`config.mk`:
```
export PLATFORM = sky130hd
export DESIGN_NAME = avaliador_fitness_flat
export DESIGN_NICKNAME = d
export VERILOG_FILES = /design/src/rtl/avaliador_fitness_if.sv /design/src/rtl/avaliador_fitness.sv /design/src/flat_wrapper.sv
export SDC_FILE = /design/constraint.sdc
export NUM_CORES = 1
export LEC_CHECK = 0
export CELL_PAD_IN_SITES_DETAIL_PLACEMENT = 1
export CELL_PAD_IN_SITES_GLOBAL_PLACEMENT = 1
export CORE_AREA = 2 2 259 261
export DETAILED_ROUTE_END_ITERATION = 10
export DIE_AREA = 0 0 261 263
export PLACE_DENSITY_LB_ADDON = 0.3
export SKIP_LAST_GASP = 1
export SLEW_MARGIN = 20
export SYNTH_ARGS = -nofsm -noshare
export SYNTH_HDL_FRONTEND = slang
export SYNTH_SLANG_ARGS = --single-unit
```
`constraint.sdc`:
```
create_clock -name clk -period 4 [get_ports clk]
set_input_delay 0.8 -clock clk [delete_from_list [all_inputs] [get_ports clk]]
set_output_delay 0.8 -clock clk [all_outputs]
set_load 0.02 [all_outputs]
```
`src/rtl/avaliador_fitness_if.sv`:
```
// Request/result and fenotipo-side bundle of the fitness evaluator.
// erro_mask exists only when AVALIADOR_MASCARA_EN is defined.
interface avaliador_fitness_if #(
  parameter int CHROM_W = 330,
  parameter int N_IN    = 2,
  parameter int N_OUT   = 1
);
  localparam int N_VEC  = 2 ** N_IN;
  localparam int ALVO_W = N_VEC * N_OUT;
  localparam int FIT_W  = $clog2(ALVO_W + 1);

  logic               start;
  logic [CHROM_W-1:0] cromossomo_in;
  logic [ALVO_W-1:0]  alvo;
  logic [CHROM_W-1:0] cromossomo;
  logic [N_IN-1:0]    chromIn;
  logic [N_OUT-1:0]   chromOut;
  logic               busy;
  logic               done;
  logic [FIT_W-1:0]   fitness;
`ifdef AVALIADOR_MASCARA_EN
  logic [ALVO_W-1:0]  erro_mask;

  modport slave (
    input  start, cromossomo_in, alvo, chromOut,
    output cromossomo, chromIn, busy, done,
    output fitness, erro_mask
  );
  modport master (
    output start, cromossomo_in, alvo, chromOut,
    input  cromossomo, chromIn, busy, done,
    input  fitness, erro_mask
  );
`else
  modport slave (
    input  start, cromossomo_in, alvo, chromOut,
    output cromossomo, chromIn, busy, done,
    output fitness
  );
  modport master (
    output start, cromossomo_in, alvo, chromOut,
    input  cromossomo, chromIn, busy, done,
    input  fitness
  );
`endif
endinterface

```
`src/rtl/avaliador_fitness.sv`:
```
// Sweeps all fenotipo inputs and counts outputs matching the target table.
// Optional AVALIADOR_MASCARA_EN adds a per-bit mismatch mask output.
module avaliador_fitness #(
  parameter int CHROM_W = 330,
  parameter int N_IN    = 2,
  parameter int N_OUT   = 1,
  parameter int SETTLE  = 2
) (
  input logic clk,
  input logic reset,
  avaliador_fitness_if.slave bus
);
  localparam int N_VEC  = 2 ** N_IN;
  localparam int ALVO_W = N_VEC * N_OUT;
  localparam int FIT_W  = $clog2(ALVO_W + 1);
  localparam int CNT_W  = $clog2(SETTLE + 1);

  typedef enum logic [1:0] {
    S_IDLE,
    S_WAIT,
    S_SAMPLE,
    S_DONE
  } state_t;

  state_t             state_q, state_d;
  logic [CNT_W-1:0]   cnt_q, cnt_d;
  logic [N_IN-1:0]    vec_q, vec_d;
  logic [FIT_W-1:0]   acc_q, acc_d;
  logic [FIT_W-1:0]   fit_q, fit_d;
  logic [CHROM_W-1:0] chrom_q, chrom_d;
  logic [ALVO_W-1:0]  alvo_q, alvo_d;
  logic [N_OUT-1:0]   entry;
  logic [N_OUT-1:0]   miss;
  logic [FIT_W-1:0]   hits;
`ifdef AVALIADOR_MASCARA_EN
  logic [ALVO_W-1:0]  wmask_q, wmask_d;
  logic [ALVO_W-1:0]  emask_q, emask_d;
`endif

  assign entry = alvo_q[vec_q*N_OUT +: N_OUT];
  assign miss  = bus.chromOut ^ entry;

  always_comb begin
    hits = '0;
    for (int k = 0; k < N_OUT; k++) begin
      hits = hits + FIT_W'(~miss[k]);
    end
  end

  always_comb begin
    state_d = state_q;
    cnt_d   = cnt_q;
    vec_d   = vec_q;
    acc_d   = acc_q;
    fit_d   = fit_q;
    chrom_d = chrom_q;
    alvo_d  = alvo_q;
`ifdef AVALIADOR_MASCARA_EN
    wmask_d = wmask_q;
    emask_d = emask_q;
`endif
    unique case (state_q)
      S_IDLE: begin
        if (bus.start) begin
          chrom_d = bus.cromossomo_in;
          alvo_d  = bus.alvo;
          acc_d   = '0;
          vec_d   = '0;
          cnt_d   = CNT_W'(SETTLE);
          state_d = S_WAIT;
`ifdef AVALIADOR_MASCARA_EN
          wmask_d = '0;
`endif
        end
      end
      S_WAIT: begin
        cnt_d = cnt_q - CNT_W'(1);
        if (cnt_q == CNT_W'(1)) begin
          state_d = S_SAMPLE;
        end
      end
      S_SAMPLE: begin
        acc_d = acc_q + hits;
`ifdef AVALIADOR_MASCARA_EN
        wmask_d[vec_q*N_OUT +: N_OUT] = miss;
`endif
        if (&vec_q) begin
          fit_d   = acc_d;
          state_d = S_DONE;
`ifdef AVALIADOR_MASCARA_EN
          emask_d = wmask_d;
`endif
        end else begin
          vec_d   = vec_q + N_IN'(1);
          cnt_d   = CNT_W'(SETTLE);
          state_d = S_WAIT;
        end
      end
      S_DONE: begin
        state_d = S_IDLE;
      end
      default: begin
        state_d = S_IDLE;
      end
    endcase
  end

  always_ff @(posedge clk) begin
    if (reset) begin
      state_q <= S_IDLE;
      cnt_q   <= '0;
      vec_q   <= '0;
      acc_q   <= '0;
      fit_q   <= '0;
      chrom_q <= '0;
      alvo_q  <= '0;
`ifdef AVALIADOR_MASCARA_EN
      wmask_q <= '0;
      emask_q <= '0;
`endif
    end else begin
      state_q <= state_d;
      cnt_q   <= cnt_d;
      vec_q   <= vec_d;
      acc_q   <= acc_d;
      fit_q   <= fit_d;
      chrom_q <= chrom_d;
      alvo_q  <= alvo_d;
`ifdef AVALIADOR_MASCARA_EN
      wmask_q <= wmask_d;
      emask_q <= emask_d;
`endif
    end
  end

  assign bus.cromossomo = chrom_q;
  assign bus.chromIn    = vec_q;
  assign bus.fitness    = fit_q;
  assign bus.done       = (state_q == S_DONE);
  assign bus.busy       = (state_q == S_WAIT) ||
                          (state_q == S_SAMPLE);
`ifdef AVALIADOR_MASCARA_EN
  assign bus.erro_mask  = emask_q;
`endif

endmodule

```
`src/flat_wrapper.sv`:
```
// flat-port wrapper written by rule: the top's interface ports become plain ports
module avaliador_fitness_flat 
#(
  parameter int CHROM_W = 330,
  parameter int N_IN    = 2,
  parameter int N_OUT   = 1,
  parameter int SETTLE  = 2
)
  (clk, reset, bus_start, bus_cromossomo_in, bus_alvo, bus_chromOut, bus_cromossomo, bus_chromIn, bus_busy, bus_done, bus_fitness);
  avaliador_fitness_if #(.CHROM_W(CHROM_W), .N_IN(N_IN), .N_OUT(N_OUT)) bus_i ();
  input logic clk;
  input logic reset;
  input wire logic [$bits(bus_i.start)-1:0] bus_start;
  input wire logic [$bits(bus_i.cromossomo_in)-1:0] bus_cromossomo_in;
  input wire logic [$bits(bus_i.alvo)-1:0] bus_alvo;
  input wire logic [$bits(bus_i.chromOut)-1:0] bus_chromOut;
  output wire logic [$bits(bus_i.cromossomo)-1:0] bus_cromossomo;
  output wire logic [$bits(bus_i.chromIn)-1:0] bus_chromIn;
  output wire logic [$bits(bus_i.busy)-1:0] bus_busy;
  output wire logic [$bits(bus_i.done)-1:0] bus_done;
  output wire logic [$bits(bus_i.fitness)-1:0] bus_fitness;
  assign bus_i.start = bus_start;
  assign bus_i.cromossomo_in = bus_cromossomo_in;
  assign bus_i.alvo = bus_alvo;
  assign bus_i.chromOut = bus_chromOut;
  assign bus_cromossomo = bus_i.cromossomo;
  assign bus_chromIn = bus_i.chromIn;
  assign bus_busy = bus_i.busy;
  assign bus_done = bus_i.done;
  assign bus_fitness = bus_i.fitness;
  avaliador_fitness #(.CHROM_W(CHROM_W), .N_IN(N_IN), .N_OUT(N_OUT), .SETTLE(SETTLE)) u_core (.clk(clk), .reset(reset), .bus(bus_i));
endmodule
```
==> results.md <==
- **standard cell with the maximum stage delay on the critical path** sky130_fd_sc_hd__clkdlybuf4s50_1
- **Cell Pwr Density** 614.1 nW/µm²
- **switch share** 35.40%
- **initial cell density of the core** 18.39%
- **Die Wd** 261 µm
- **internal power** 8.374 mW
- **final setup skew** 20.48 ps
- **routed wire length** 54140 µm
- **sequential power share** 34.1%
- **worst relative slew slack** 37.92%
- **Clock Tree Buf Depth** 3
- **worst stage delay on the critical path** 660 ps
- **pin count of the biggest net entering global routing** 124
- **TritonCTS clock tree** built
- **hold depth** 2
- **Bufs and invs on worst path** 2
- **total setup violations reported at the end of the flow** 0
- **number of nets in the layout** 2498
- **commonest non-fill, non-tap cells in the layout** sky130_fd_sc_hd__clkdlybuf4s50_1 (673), sky130_fd_sc_hd__nand2_1 (668), sky130_fd_sc_hd__dfxtp_1 (346)
- **nature of the critical path endpoint** output pin
- **most common cell after layout, fill and taps aside** sky130_fd_sc_hd__clkdlybuf4s50_1
- **Worst Hold Endpoint** u_core.bus.cromossomo[232]$_SDFFE_PP0P_
- **clock transition at the registers of the reported paths** 60 ps
- **number of remaining DRC errors** 0
- **Setup CP Type** flip-flop to output pin
- **number of rows in the core area** 94
- **Finished Layout Cells** 3050
- **antenna violations before repair** 6
- **data arrival time at the worst-slack endpoint** 2060 ps
- **max frequency** 350.2 MHz
- **number of buffers created by CTS** 43
- **maximum fanout count along the critical path** 5
- **number of global-route vias before repair** 13190
- **GRT Resource Usage Total** 15.06%
- **die outline area** 68640 µm²
- **number of port buffers** 674
- **RSZ-0062 raised after global routing** no
- **sinks on the clock net** 346
- **wire length of the first global-routing pass** 80540 µm
- **switching power total** 4.588 mW
- **core footprint** 65630 µm²
- **cell count after placement** 2970
- **ordered cell list for the critical path** inv_1 -> ha_1 -> clkdlybuf4s50_1
- **CTS Root Cell** sky130_fd_sc_hd__clkbuf_16
- **run status** finished clean
- **TritonRoute pass-1 iters** 4
- **type of element launching the critical path** flip-flop
- **Skew-Pair Late Insertion Delay** 560 ps
- **#FFs+latches synth** 346
- **cell family contributing the most delay on the critical path** buffers and inverters
- **routed wirelength normalized by instance count** 17.75 µm
- **number of distinct library cell variants in the gate-level netlist after synthesis** 30
- **relative contribution of combinational cells to total power** 35.9%
- **detailed-placement wirelength estimate** 39700 µm
- **FF-to-FF Start** u_core.state_q[0]$_SDFFE_PP0P_
- **Fin. Hold Viols** 0
- **Peak VDD IR** 0.3087 mV
- **class of the tightest hold or removal check** flip-flop to flip-flop
- **critical path required time** 3200 ps
- **vias post-DR** 12620
- **worst reg2reg path depth** 6
- **internal reg-to-reg setup slack** 1610 ps
- **via/cell ratio** 4.137
- **Ports** 675
- **terminus of the critical flop-to-flop path** u_core.bus.cromossomo[86]$_SDFFE_PP0P_
- **count of max-cap constraint violations** 0
- **overall die height** 263 µm
- **final total negative setup slack** 0 ps
- **sequential element share of the synthesized area** 57.40%
- **Ys Warns** 0
- **nets in the synthesized netlist** 1871
- **Hold Path Origin** u_core.bus.cromossomo[232]$_SDFFE_PP0P_
- **actual slew at the worst max-slew pin** 931.1 ps
- **cell area after synthesis** 12070 µm²
- **share of cells above drive strength 1** 3.993%
- **number of instances resized during post-cts repair** 0
- **final weighted congestion of routability-driven global placement** 0.8128
- **count of nets left with antenna violations after detail routing** 0
- **GR Overflow Total** 0
- **Synth Instances** 1524
- **Post-Syn Area per Cell** 7.918 µm²
- **part of the cycle the worst path needs** 71.39%
- **Max Transition Viols Final** 0
- **shortest period the worst path allows** 2856 ps
- **iteration-0 DRC count of the detailed router** 488
- **post-CTS setup buffer count** 0
- **fraction of power consumed by the clock network** 30.0%
- **count of hold buffers inserted by post-cts repair** 0
- **static leakage power** 7.614 nW
- **htree depth** 2
- **post-synthesis to final-layout area growth** 74.94%
[flip-flops by register name, indices dropped and copies added (netlist names)]
name	cells
u_core.cnt_q	2
u_core.bus.chromIn	2
u_core.state_q	2
u_core.acc_q	3
u_core.bus.fitness	3
u_core.alvo_q	4
u_core.bus.cromossomo	330
[final cells by class]
cell class                 instances  area, µm²
antenna                            7      17.52
inverter                           6      22.52
tap                              864       1081
clock inverter                     8      133.9
multi-input combinational       1058       4626
timing repair buffer             696       7042
clock buffer                      65       1260
sequential                       346       6927
fill                            7656      44520
[cells by family (layout without fill, tap and decap cells)]
group                      Yosys count  count (layout)  share of synthesized area (%)
xor gates and xnor gates             1               1                        0.07260
buffers and inverters              120             775                          4.396
DFF                                346             346                          57.40
adders and majority gates            9               9                         0.9332
muxes                                3               3                         0.3525
and+or+nand+nor                    692             692                          21.94
other                                0               7                              0
AOI/OAI and AO/OA                  353             353                          14.90
[routing by layer]
metal	part of all wire, %	global-route usage (%)
met5	0	0
met4	2.3	4.837
met3	7.0	4.342
met2	53	28.30
met1	38	15.92
[cell usage after synthesis (all sizes together)]
library cell	count	area, µm²
xnor2	1	8.760
a21oi	340	1702
a311oi	2	17.52
a22oi	1	7.510
buf	42	237.7
nor2b	3	18.77
and2	2	12.51
o21ba	1	10.01
nor2	8	30.03
a21boi	1	7.510
clkbuf	72	270.3
o21ai	3	15.01
nand3b	3	22.52
a31oi	1	6.260
nor3	1	5.000
inv	6	22.52
nand2	669	2514
ha	9	112.6
and4b	2	20.02
nand2b	3	18.77
a32oi	2	17.52
mux4	1	22.52
a211oi	2	15.01
mux2i	2	20.02
and3	1	6.260
dfxtp	346	6927
[worst min-delay path, delay by kind of cell, from the launching register on]
| kind | cells | cell delay, ps |
|---|---|---|
| AOI/OAI and AO/OA | 1 | 50 |
| DFF | 1 | 300 |
| and+or+nand+nor | 1 | 50 |
[through the flow]
stage | worst slack, ps | hold WS (ps) | total power, mW | cell area, µm² | util (%)
floorplan | 1971 | 433.1 | 6.878 | 12070 | -
global placement | 1172 | 440.1 | 9.112 | 19700 | 30.01
detailed placement | 1131 | 445.8 | 9.229 | 19700 | 30.01
CTS | 1072 | 453.6 | 13.24 | 21090 | 32.14
global route | 1011 | 466.1 | 13.73 | 21110 | 32.16
finish | 1144 | 451.3 | 12.96 | 21110 | 32.16
[worst max path at each step]
stage	startpoint	endpoint	slack (ps)	cells past startpoint
after global placement	bus_start	u_core.bus.cromossomo[77]$_SDFFE_PP0P_	1170	5
final	u_core.state_q[0]$_SDFFE_PP0P_	bus_busy	1140	3
after detailed placement	bus_start	u_core.bus.cromossomo[86]$_SDFFE_PP0P_	1130	5
after CTS	u_core.state_q[0]$_SDFFE_PP0P_	bus_busy	1070	3
after floorplan	u_core.bus.chromIn[0]$_SDFFE_PP0P_	u_core.bus.fitness[2]$_SDFFE_PP0P_	1970	8
after global routing	u_core.state_q[0]$_SDFFE_PP0P_	bus_busy	1010	3
[power groups by stage]
stage | Combinational [mW] | Clock (mW) | Sequential (mW)
after floorplan | 1.70 | 0 | 5.18
after global placement | 4.65 | 0 | 4.46
after detailed placement | 4.74 | 0 | 4.49
after CTS | 4.76 | 4.06 | 4.42
after global routing | 5.06 | 4.18 | 4.49
final | 4.65 | 3.90 | 4.42
Note: power is estimated with default switching activity, not from simulation.
